===== config.mk =====
export PLATFORM = sky130hd
export DESIGN_NAME = eic_irq_scheduler
export DESIGN_NICKNAME = d
export VERILOG_FILES = /design/src/rtl/eic_irq_scheduler_pkg.sv /design/src/rtl/eic_isr_stack.sv /design/src/rtl/eic_irq_scheduler.sv
export SDC_FILE = /design/constraint.sdc
export NUM_CORES = 1
export LEC_CHECK = 0
export ABC_AREA = 1
export CAP_MARGIN = 20
export CORE_ASPECT_RATIO = 1.25
export CORE_MARGIN = 5
export CORE_UTILIZATION = 46
export CTS_BUF_LIST = sky130_fd_sc_hd__clkbuf_2 sky130_fd_sc_hd__clkbuf_4 sky130_fd_sc_hd__clkbuf_8
export DETAILED_ROUTE_END_ITERATION = 10
export PLACE_DENSITY = 0.78
export SYNTH_ARGS = -nofsm -noshare
export SYNTH_HDL_FRONTEND = slang
export SYNTH_SLANG_ARGS = --single-unit

===== constraint.sdc =====
create_clock -name CLK -period 4.35 [get_ports CLK]
set_input_delay 0.435 -clock CLK [delete_from_list [all_inputs] [get_ports CLK]]
set_output_delay 0.435 -clock CLK [all_outputs]
set_load 0.02 [all_outputs]

===== src/rtl/eic_irq_scheduler_pkg.sv =====
// rtl/eic_irq_scheduler_pkg.sv - shared types, constants and priority encoder for the EIC scheduler
//
// Purpose: FSM state encoding, level width, the "nothing offered" level and
// the 64-input priority encoder used for candidate selection.
package eic_irq_scheduler_pkg;

  localparam int LEVEL_W = 8;
  localparam logic [LEVEL_W-1:0] EIC_NONE = 8'd0;

  typedef enum logic [1:0] {
    S_IDLE  = 2'd0,
    S_OFFER = 2'd1,
    S_CLEAR = 2'd2
  } sched_state_t;

  typedef struct packed {
    logic       found;
    logic [5:0] idx;
  } prio_t;

  // Highest set index wins; higher channel index means higher priority.
  function automatic prio_t prio_enc64(input logic [63:0] req);
    prio_t r;
    r.found = 1'b0;
    r.idx   = '0;
    for (int i = 0; i < 64; i++) begin
      if (req[i]) begin
        r.found = 1'b1;
        r.idx   = 6'(i);
      end
    end
    return r;
  endfunction

endpackage


===== src/rtl/eic_isr_stack.sv =====
// rtl/eic_isr_stack.sv - LIFO of in-service interrupt levels
//
// Purpose: tracks nested in-service levels; top is registered.
// Ports:
//   CLK, RESET      clock, synchronous active-high reset
//   push, push_level push a level (ignored when full unless popping too)
//   pop             pop the top (ignored when empty)
//   top             current top level, 0 when empty
//   count           number of entries in use
module eic_isr_stack
  import eic_irq_scheduler_pkg::*;
#(
  parameter int DEPTH = 4
) (
  input  logic               CLK,
  input  logic               RESET,
  input  logic               push,
  input  logic [LEVEL_W-1:0] push_level,
  input  logic               pop,
  output logic [LEVEL_W-1:0] top,
  output logic [3:0]         count
);

  // Storage is sized for the largest legal depth so a 3-bit index always fits.
  logic [LEVEL_W-1:0] mem [0:7];
  logic [2:0] top_idx;
  logic [2:0] nxt_idx;
  logic [2:0] below_idx;
  logic       do_push;
  logic       do_pop;

  assign top_idx   = count[2:0] - 3'd1;
  assign nxt_idx   = count[2:0];
  assign below_idx = count[2:0] - 3'd2;
  assign do_pop    = pop && (count != 4'd0);
  assign do_push   = push && (do_pop || (count < 4'(DEPTH)));

  always_ff @(posedge CLK) begin
    if (RESET) begin
      count <= 4'd0;
      top   <= EIC_NONE;
    end else if (do_pop && do_push) begin
      // Pop then push: the new level replaces the old top in place.
      mem[top_idx] <= push_level;
      top          <= push_level;
    end else if (do_push) begin
      mem[nxt_idx] <= push_level;
      top          <= push_level;
      count        <= count + 4'd1;
    end else if (do_pop) begin
      count <= count - 4'd1;
      top   <= (count > 4'd1) ? mem[below_idx] : EIC_NONE;
    end
  end

endmodule


===== src/rtl/eic_irq_scheduler.sv =====
// rtl/eic_irq_scheduler.sv - delivers pending interrupt flags to the MIPS EIC CPU interface
//
// Purpose: offers the highest pending channel above the in-service level,
// clears its flag on acknowledge and tracks nesting until EOI.
// Ports:
//   CLK, RESET          clock, synchronous active-high reset
//   pending             masked EIFR flags
//   cpu_iack, eoi       CPU acknowledge pulse, end-of-interrupt pulse
//   clr_mask            one-hot flag clear pulse
//   EIC_Interrupt       offered level (channel+1), 0 = none
//   EIC_Vector          EIC_Interrupt[5:0]
//   EIC_Offset          constant 0
//   EIC_ShadowSet       constant 0
//   isr_level           top of in-service stack
//   isr_count           in-service stack depth
//   spurious_iack       sticky: acknowledge outside an offer
//   eoi_underflow       sticky: EOI with empty stack
module eic_irq_scheduler
  import eic_irq_scheduler_pkg::*;
#(
  parameter int CHANNELS    = 64,
  parameter int STACK_DEPTH = 4
) (
  input  logic                CLK,
  input  logic                RESET,
  input  logic [CHANNELS-1:0] pending,
  input  logic                cpu_iack,
  input  logic                eoi,
  output logic [CHANNELS-1:0] clr_mask,
  output logic [7:0]          EIC_Interrupt,
  output logic [5:0]          EIC_Vector,
  output logic [16:0]         EIC_Offset,
  output logic [3:0]          EIC_ShadowSet,
  output logic [7:0]          isr_level,
  output logic [3:0]          isr_count,
  output logic                spurious_iack,
  output logic                eoi_underflow
);

  localparam logic [63:0] ONE64 = 64'd1;

  sched_state_t state;
  logic [5:0]   off_idx;
  logic [63:0]  pend64;
  logic [63:0]  elig;
  prio_t        cand;
  logic         cand_valid;
  logic [7:0]   cand_level;
  logic         push;

  assign pend64 = 64'(pending);

  // Level-compare mask ahead of the priority encoder: only channels whose
  // level exceeds the in-service level may interrupt.
  always_comb begin
    elig = '0;
    for (int i = 0; i < 64; i++) begin
      elig[i] = pend64[i] && (8'(i + 1) > isr_level);
    end
  end

  assign cand       = prio_enc64(elig);
  assign cand_valid = cand.found && (isr_count != 4'(STACK_DEPTH));
  assign cand_level = {2'b00, cand.idx} + 8'd1;
  assign push       = (state == S_OFFER) && cpu_iack;

  eic_isr_stack #(
    .DEPTH(STACK_DEPTH)
  ) u_stack (
    .CLK        (CLK),
    .RESET      (RESET),
    .push       (push),
    .push_level (EIC_Interrupt),
    .pop        (eoi),
    .top        (isr_level),
    .count      (isr_count)
  );

  always_ff @(posedge CLK) begin
    if (RESET) begin
      state         <= S_IDLE;
      off_idx       <= '0;
      EIC_Interrupt <= EIC_NONE;
      clr_mask      <= '0;
      spurious_iack <= 1'b0;
      eoi_underflow <= 1'b0;
    end else begin
      clr_mask <= '0;
      if (eoi && (isr_count == 4'd0)) eoi_underflow <= 1'b1;
      case (state)
        S_IDLE: begin
          if (cpu_iack) spurious_iack <= 1'b1;
          if (cand_valid) begin
            state         <= S_OFFER;
            off_idx       <= cand.idx;
            EIC_Interrupt <= cand_level;
          end
        end
        S_OFFER: begin
          if (cpu_iack) begin
            // Acknowledge wins over any same-cycle retarget or withdrawal.
            clr_mask      <= CHANNELS'(ONE64 << off_idx);
            EIC_Interrupt <= EIC_NONE;
            state         <= S_CLEAR;
          end else if (!cand_valid) begin
            EIC_Interrupt <= EIC_NONE;
            state         <= S_IDLE;
          end else if (cand.idx != off_idx) begin
            off_idx       <= cand.idx;
            EIC_Interrupt <= cand_level;
          end
        end
        S_CLEAR: begin
          // One dead cycle lets the flag register drop before re-evaluation.
          if (cpu_iack) spurious_iack <= 1'b1;
          state <= S_IDLE;
        end
        default: state <= S_IDLE;
      endcase
    end
  end

  assign EIC_Vector    = EIC_Interrupt[5:0];
  assign EIC_Offset    = 17'd0;
  assign EIC_ShadowSet = 4'd0;

endmodule


**Word level (Yosys, flattened, before mapping)**

Memory sizes are Yosys's and may differ from the RTL's.
Cells that the tools add are included.

- Output and inout bits: 113
- Bits of input ports: 68
- Memories: 1
- Register bits: 94
- Memory bits (writable): 64

- Bitwise logic cells: 3
- Add/sub/neg operators: 5
- Multiplexer cells: 94
- Reduce and logical (&&, ||, !) cells: 85
- Magnitude comparators: 66
- Shift operators: 1
- Equality and inequality tests: 10

Memories:

| memory | words | bits a word | read ports | clocked after memory_dff | write ports | line | source |
|---|---|---|---|---|---|---|---|
| u_stack.mem | 8 | 8 | 1 | 0 | 1 | eic_isr_stack.sv:25 | `logic [LEVEL_W-1:0] mem [0:7];` |

Operators by type and width:

| operator | count |
|---|---|
| $mux W7 | 64 |
| $gt A6 B8 Y1 const A | 32 |
| $gt A5 B8 Y1 const A | 16 |
| $mux W8 | 9 |
| $logic_and A1 B1 Y1 | 70 |
| $gt A4 B8 Y1 const A | 8 |
| $shl A1 B6 Y64 const A | 1 |
| $gt A3 B8 Y1 const A | 4 |
| $mux W6 | 4 |
| $gt A2 B8 Y1 const A | 2 |
| $pmux W8 S2 | 1 |
| $pmux W6 S2 | 1 |
| $gt A1 B8 Y1 const A | 1 |
| $gt A7 B8 Y1 const A | 1 |
| $mux W1 | 8 |
| $mux W4 | 2 |
| $ne A4 B3 Y1 const B | 2 |
| $reduce_or A8 Y1 | 1 |
| $add A6 B1 Y7 const B | 1 |
| $mux W2 | 3 |
| $ne A2 B2 Y1 const B | 3 |
| $ne A6 B6 Y1 | 1 |
| $reduce_and A2 Y1 | 3 |
| $reduce_and A5 Y1 | 1 |
| other kinds (22) | 25 |

**Longest topological paths before layout**

- Depth in word-level cells: 71
- Depth in mapped cells: 70

**Hierarchy**

Synthesis repeated with hierarchy kept, for this count alone.

- Cell total of the unflattened synthesis: 1094
- Area total of the unflattened synthesis: 8291.7 µm²

Modules (own cells, without submodules):

| module | cells an instance | instances | area an instance (µm²) |
|---|---|---|---|
| eic_irq_scheduler | 728 | 1 | 4734.5 |
| eic_isr_stack | 366 | 1 | 3557.2 |

**Worst setup path before layout**

OpenSTA, ideal clock, no wires.

- Kind: flip-flop to flip-flop
- Start point: register u_stack.top[3]
- End point: register EIC_Interrupt[4]
- Setup time: 0.064 ns
- Data arrival time: 4.236 ns
- Stages on the path, launching flop included: 70
- Data required time: 4.286 ns
- Clock period less this slack: 4.300 ns
- Buffers on the path: 1
- Path slack: 0.050 ns
- Path through: dfxtp_1 > buf_2 > nor2_1 > nand3_1 > nor2_1 > nand2_1 > nand2_1 > nand2_1 > nand2_1 > nand2_1 > nand2_1 > nand2_1 > nand2_1 > nand2_1 > nand2_1 > nand2_1 > nand2_1 > nand2_1 > [... 34 more ...] > nand2_1 > nand2_1 > nand2_1 > nand2_1 > nand2_1 > nand2_1 > nand2_1 > nand2_2 > nand2_4 > ha_1 > nand2_1 > nor2_1 > inv_1 > a21oi_1 > o21ai_0 > nand3_1 > nand2_1 > nor2_1

RTL lines:

| item | line | source |
|---|---|---|
| start, declared | eic_isr_stack.sv:20 | `output logic [LEVEL_W-1:0] top,` |
| start signal, assigned | eic_isr_stack.sv:45 | `top <= push_level;` |
| start signal, assigned | eic_isr_stack.sv:48 | `top <= push_level;` |
| start signal, assigned | eic_isr_stack.sv:52 | `top <= (count > 4'd1) ? mem[below_idx] : EIC_NONE;` |
| end signal, assigned | eic_irq_scheduler.sv:96 | `EIC_Interrupt <= cand_level;` |
| end signal, assigned | eic_irq_scheduler.sv:110 | `EIC_Interrupt <= cand_level;` |
| end, declared | eic_irq_scheduler.sv:30 | `output logic [7:0] EIC_Interrupt,` |

==> results.ini <==
[clock_network]
clock_path_buffers = 2
cts.hold.buffers_added = 0
clock-root-buffer = clkbuf_8
cts_buffers = 17
htree_levels = 4
cts_sinks = 148
cts_tree = done
path_clk_slew_ps = 80
clk_latency_ps = 440

[place]
pre_cts_slack_ps = -514
place_inst = 1329
gp_congestion = 1.01
dp_hpwl_mm = 17.5
numPortBuffers = 157

[routing]
post-route-drc-count = 0
viasPerCell = 5.25
wire_per_inst_um = 17.3
drtIter0Drc = 567
firstDrtPassIters = 5
wirelength_mm = 23.8
vias = 7211
antenna_left = 0

[grt]
grt_antenna_before_repair = 0
top_usage_layer = met2
gr-total-overflow = 0
grt_max_degree = 34
grt_use_met3 = 0.0703
grt_use_total = 0.254
grtUsageMet1 = 0.294
grt_pass1_vias = 6967
grtUsageMet2 = 0.433
grt_pass1_wl_mm = 35.9

[setup_path]
worstPathRequired_ps = 4690
crit_top_cell = nand2_1
critPathArrivalTime_ps = 4920
cpMaxStageDelayCell = dfxtp_2
critical-path-max-stage-delay_ps = 360
rr_startpoint = u_stack.top[1]
worstSetupPathType = reg2reg
worstRegToRegCells = 67
end_kind = flop
cp-start-kind = flop
path_max_fanout = 5
critPathLaunch = u_stack.top[1]

[yosys]
syn-cell-area_mm2 = 0.00725
async_flop_share = 0
synth_edf_count = 56
synth_top_area_cell = dfxtp_1
syn_inst = 927
synth_top_area_share = 0.254
post_synth_num_cell_types = 44
syn_avg_cell_area_um2 = 7.82
ys.flop_type = dfxtp_1
synthTopCellsByArea = dfxtp_1 (25%), edfxtp_1 (23%), nor2_1 (9.0%)
yosys_warnings = 0
synth_seq_cells = 148
seq_area_frac_synth = 0.486

[floorplan]
die-area_mm2 = 0.0184
die_w_um = 122
core_area_mm2 = 0.0155
row_count = 51
io_pins = 181
die_h_um = 150
initial_utilization = 0.468

[sta]
fin_setup_tns_ps = -1990
hold_slack_ps = 479
post-route-min-period_ps = 4580
fin_ws_ps = -235
fin_skew_ps = 12.8
finalSetupViolations = 12
worst_slew_pin_slew_ps = 1110
rsz0062_at_grt = true
fin_crit_sh = 1.05
hold_viol = 0
fmaxAchievable_mhz = 218
relSlewSlack = 0.250
drv_slew = 0

[layout]
stdcell_count = 1374
n_antenna_cell = 0
syn2layout_area_growth_pct = 38.2
drive_gt1_frac = 0.130
finalNetCount = 1225
fin_util = 0.646
nFillCells = 1310

[status]
outcome = finished, violations left
failed_checks = setup timing

[min_path]
min-delay-start = spurious_iack
hold_depth = 2
hp-class = reg2reg

[pwr]
p_leak_nw = 4.10
peakVddDrop_mv = 0.416
power.density_mw_per_mm2 = 658

[flow_run]
cap_violations = 0

## state kept, by name (all words and copies together), names as in the netlist
| name | count |
|---|---|
| u_stack.top | 7 |
| spurious_iack | 1 |
| u_stack.count | 4 |
| off_idx | 6 |
| EIC_Interrupt | 7 |
| state | 2 |
| u_stack.mem | 56 |
| clr_mask | 64 |
| eoi_underflow | 1 |
## cell type report
| cell class | count | area (µm²) | area share |
|---|---|---|---|
| sequential | 148 | 3530 | 0.352 |
| timing repair buffer | 245 | 2300 | 0.229 |
| inverter | 93 | 352 | 0.0351 |
| clock inverter | 14 | 149 | 0.0149 |
| clock buffer | 18 | 241 | 0.0241 |
| multi-input combinational | 644 | 3180 | 0.318 |
| tap | 212 | 265 | 0.0265 |
## kinds of logic (layout without fill, tap and decap cells)
group                    Yosys count  count (layout)  synth area share
AO/OA/AOI/OAI                    160             160             0.134
flip-flops                       148             148             0.486
other                              1              23          0.000517
AND/OR/NAND/NOR                  449             449             0.263
buffers and inverters            157             370            0.0982
adder cells (fa/ha/maj)            8               8            0.0138
XOR/XNOR                           4               4           0.00483
## placed cells by master, fill, tap and decap left out, types with 5 or more instances in the layout
cell             netlist  final
nor3_1                 9      9
o211ai_1              22     22
o221ai_1              13     13
inv_1                 87     87
inv_6                  0      5
clkdlybuf4s50_1        0    157
a211oi_1               6      6
nand3_1               55     53
conb_1                 1     23
a21oi_1               31     29
dfxtp_1               92     87
edfxtp_1              56     56
nand4_1               28     28
a31oi_1               13     13
ha_1                   8      7
o21ai_0               63     60
clkbuf_8               0     17
nand2_1              172    168
buf_4                 29     81
nor2_1               173    168
clkinv_1               3      5
## worst max-delay path, delay by kind of cell, from the launching register on
kind,cells,cell delay (ps)
AOI/OAI and AO/OA,2,140
buffers and inverters,1,80
DFF,1,360
adders and majority gates,1,160
and+or+nand+nor,63,3730
## layer usage
metal | wire, µm | share of wire
met3 | 2160 | 0.091
met5 | 0 | 0
met2 | 11600 | 0.49
met4 | 943 | 0.040
met1 | 9130 | 0.38
## path summary, 6_finish.rpt
path	to	slack (ps)
worst max-delay path	EIC_Interrupt[4]	-230
worst min-delay path	spurious_iack	480
worst max register to register	EIC_Interrupt[4]	-230
worst min register to register	spurious_iack	480
## metrics by stage
| stage | power [mW] | cell area, µm² |
|---|---|---|
| after floorplan | 3.90 | 7330 |
| after global placement | 5.27 | 9370 |
| after detailed placement | 5.29 | 9370 |
| after CTS | 6.49 | 9890 |
| after global routing | 7.03 | 10000 |
| final | 6.59 | 10000 |
## repair_timing
| action | in CTS | in global routing |
|---|---|---|
| setup endpoints to repair | 12 | 13 |
| pin swaps | 6 | 8 |
| resized for setup | 19 | 15 |
| gates cloned | 1 | 0 |
| buffers inserted | 6 | 4 |
## power breakdown
| part | switching, mW | total, mW | internal (mW) |
|---|---|---|---|
| Sequential | 0.252 | 1.89 | 1.63 |
| Combinational | 2.18 | 3.66 | 1.48 |
| Clock | 0.526 | 1.05 | 0.521 |
## cell usage after synthesis (all sizes together), types with 9 or more instances
library cell,n
nand2,176
nor2,176
dfxtp,92
inv,90
o21ai,63
edfxtp,56
nand3,56
buf,33
a21oi,31
clkbuf,31
nand4,29
o211ai,22
a31oi,13
o221ai,13
nor3,9
Power figures use the tool's default switching activity.
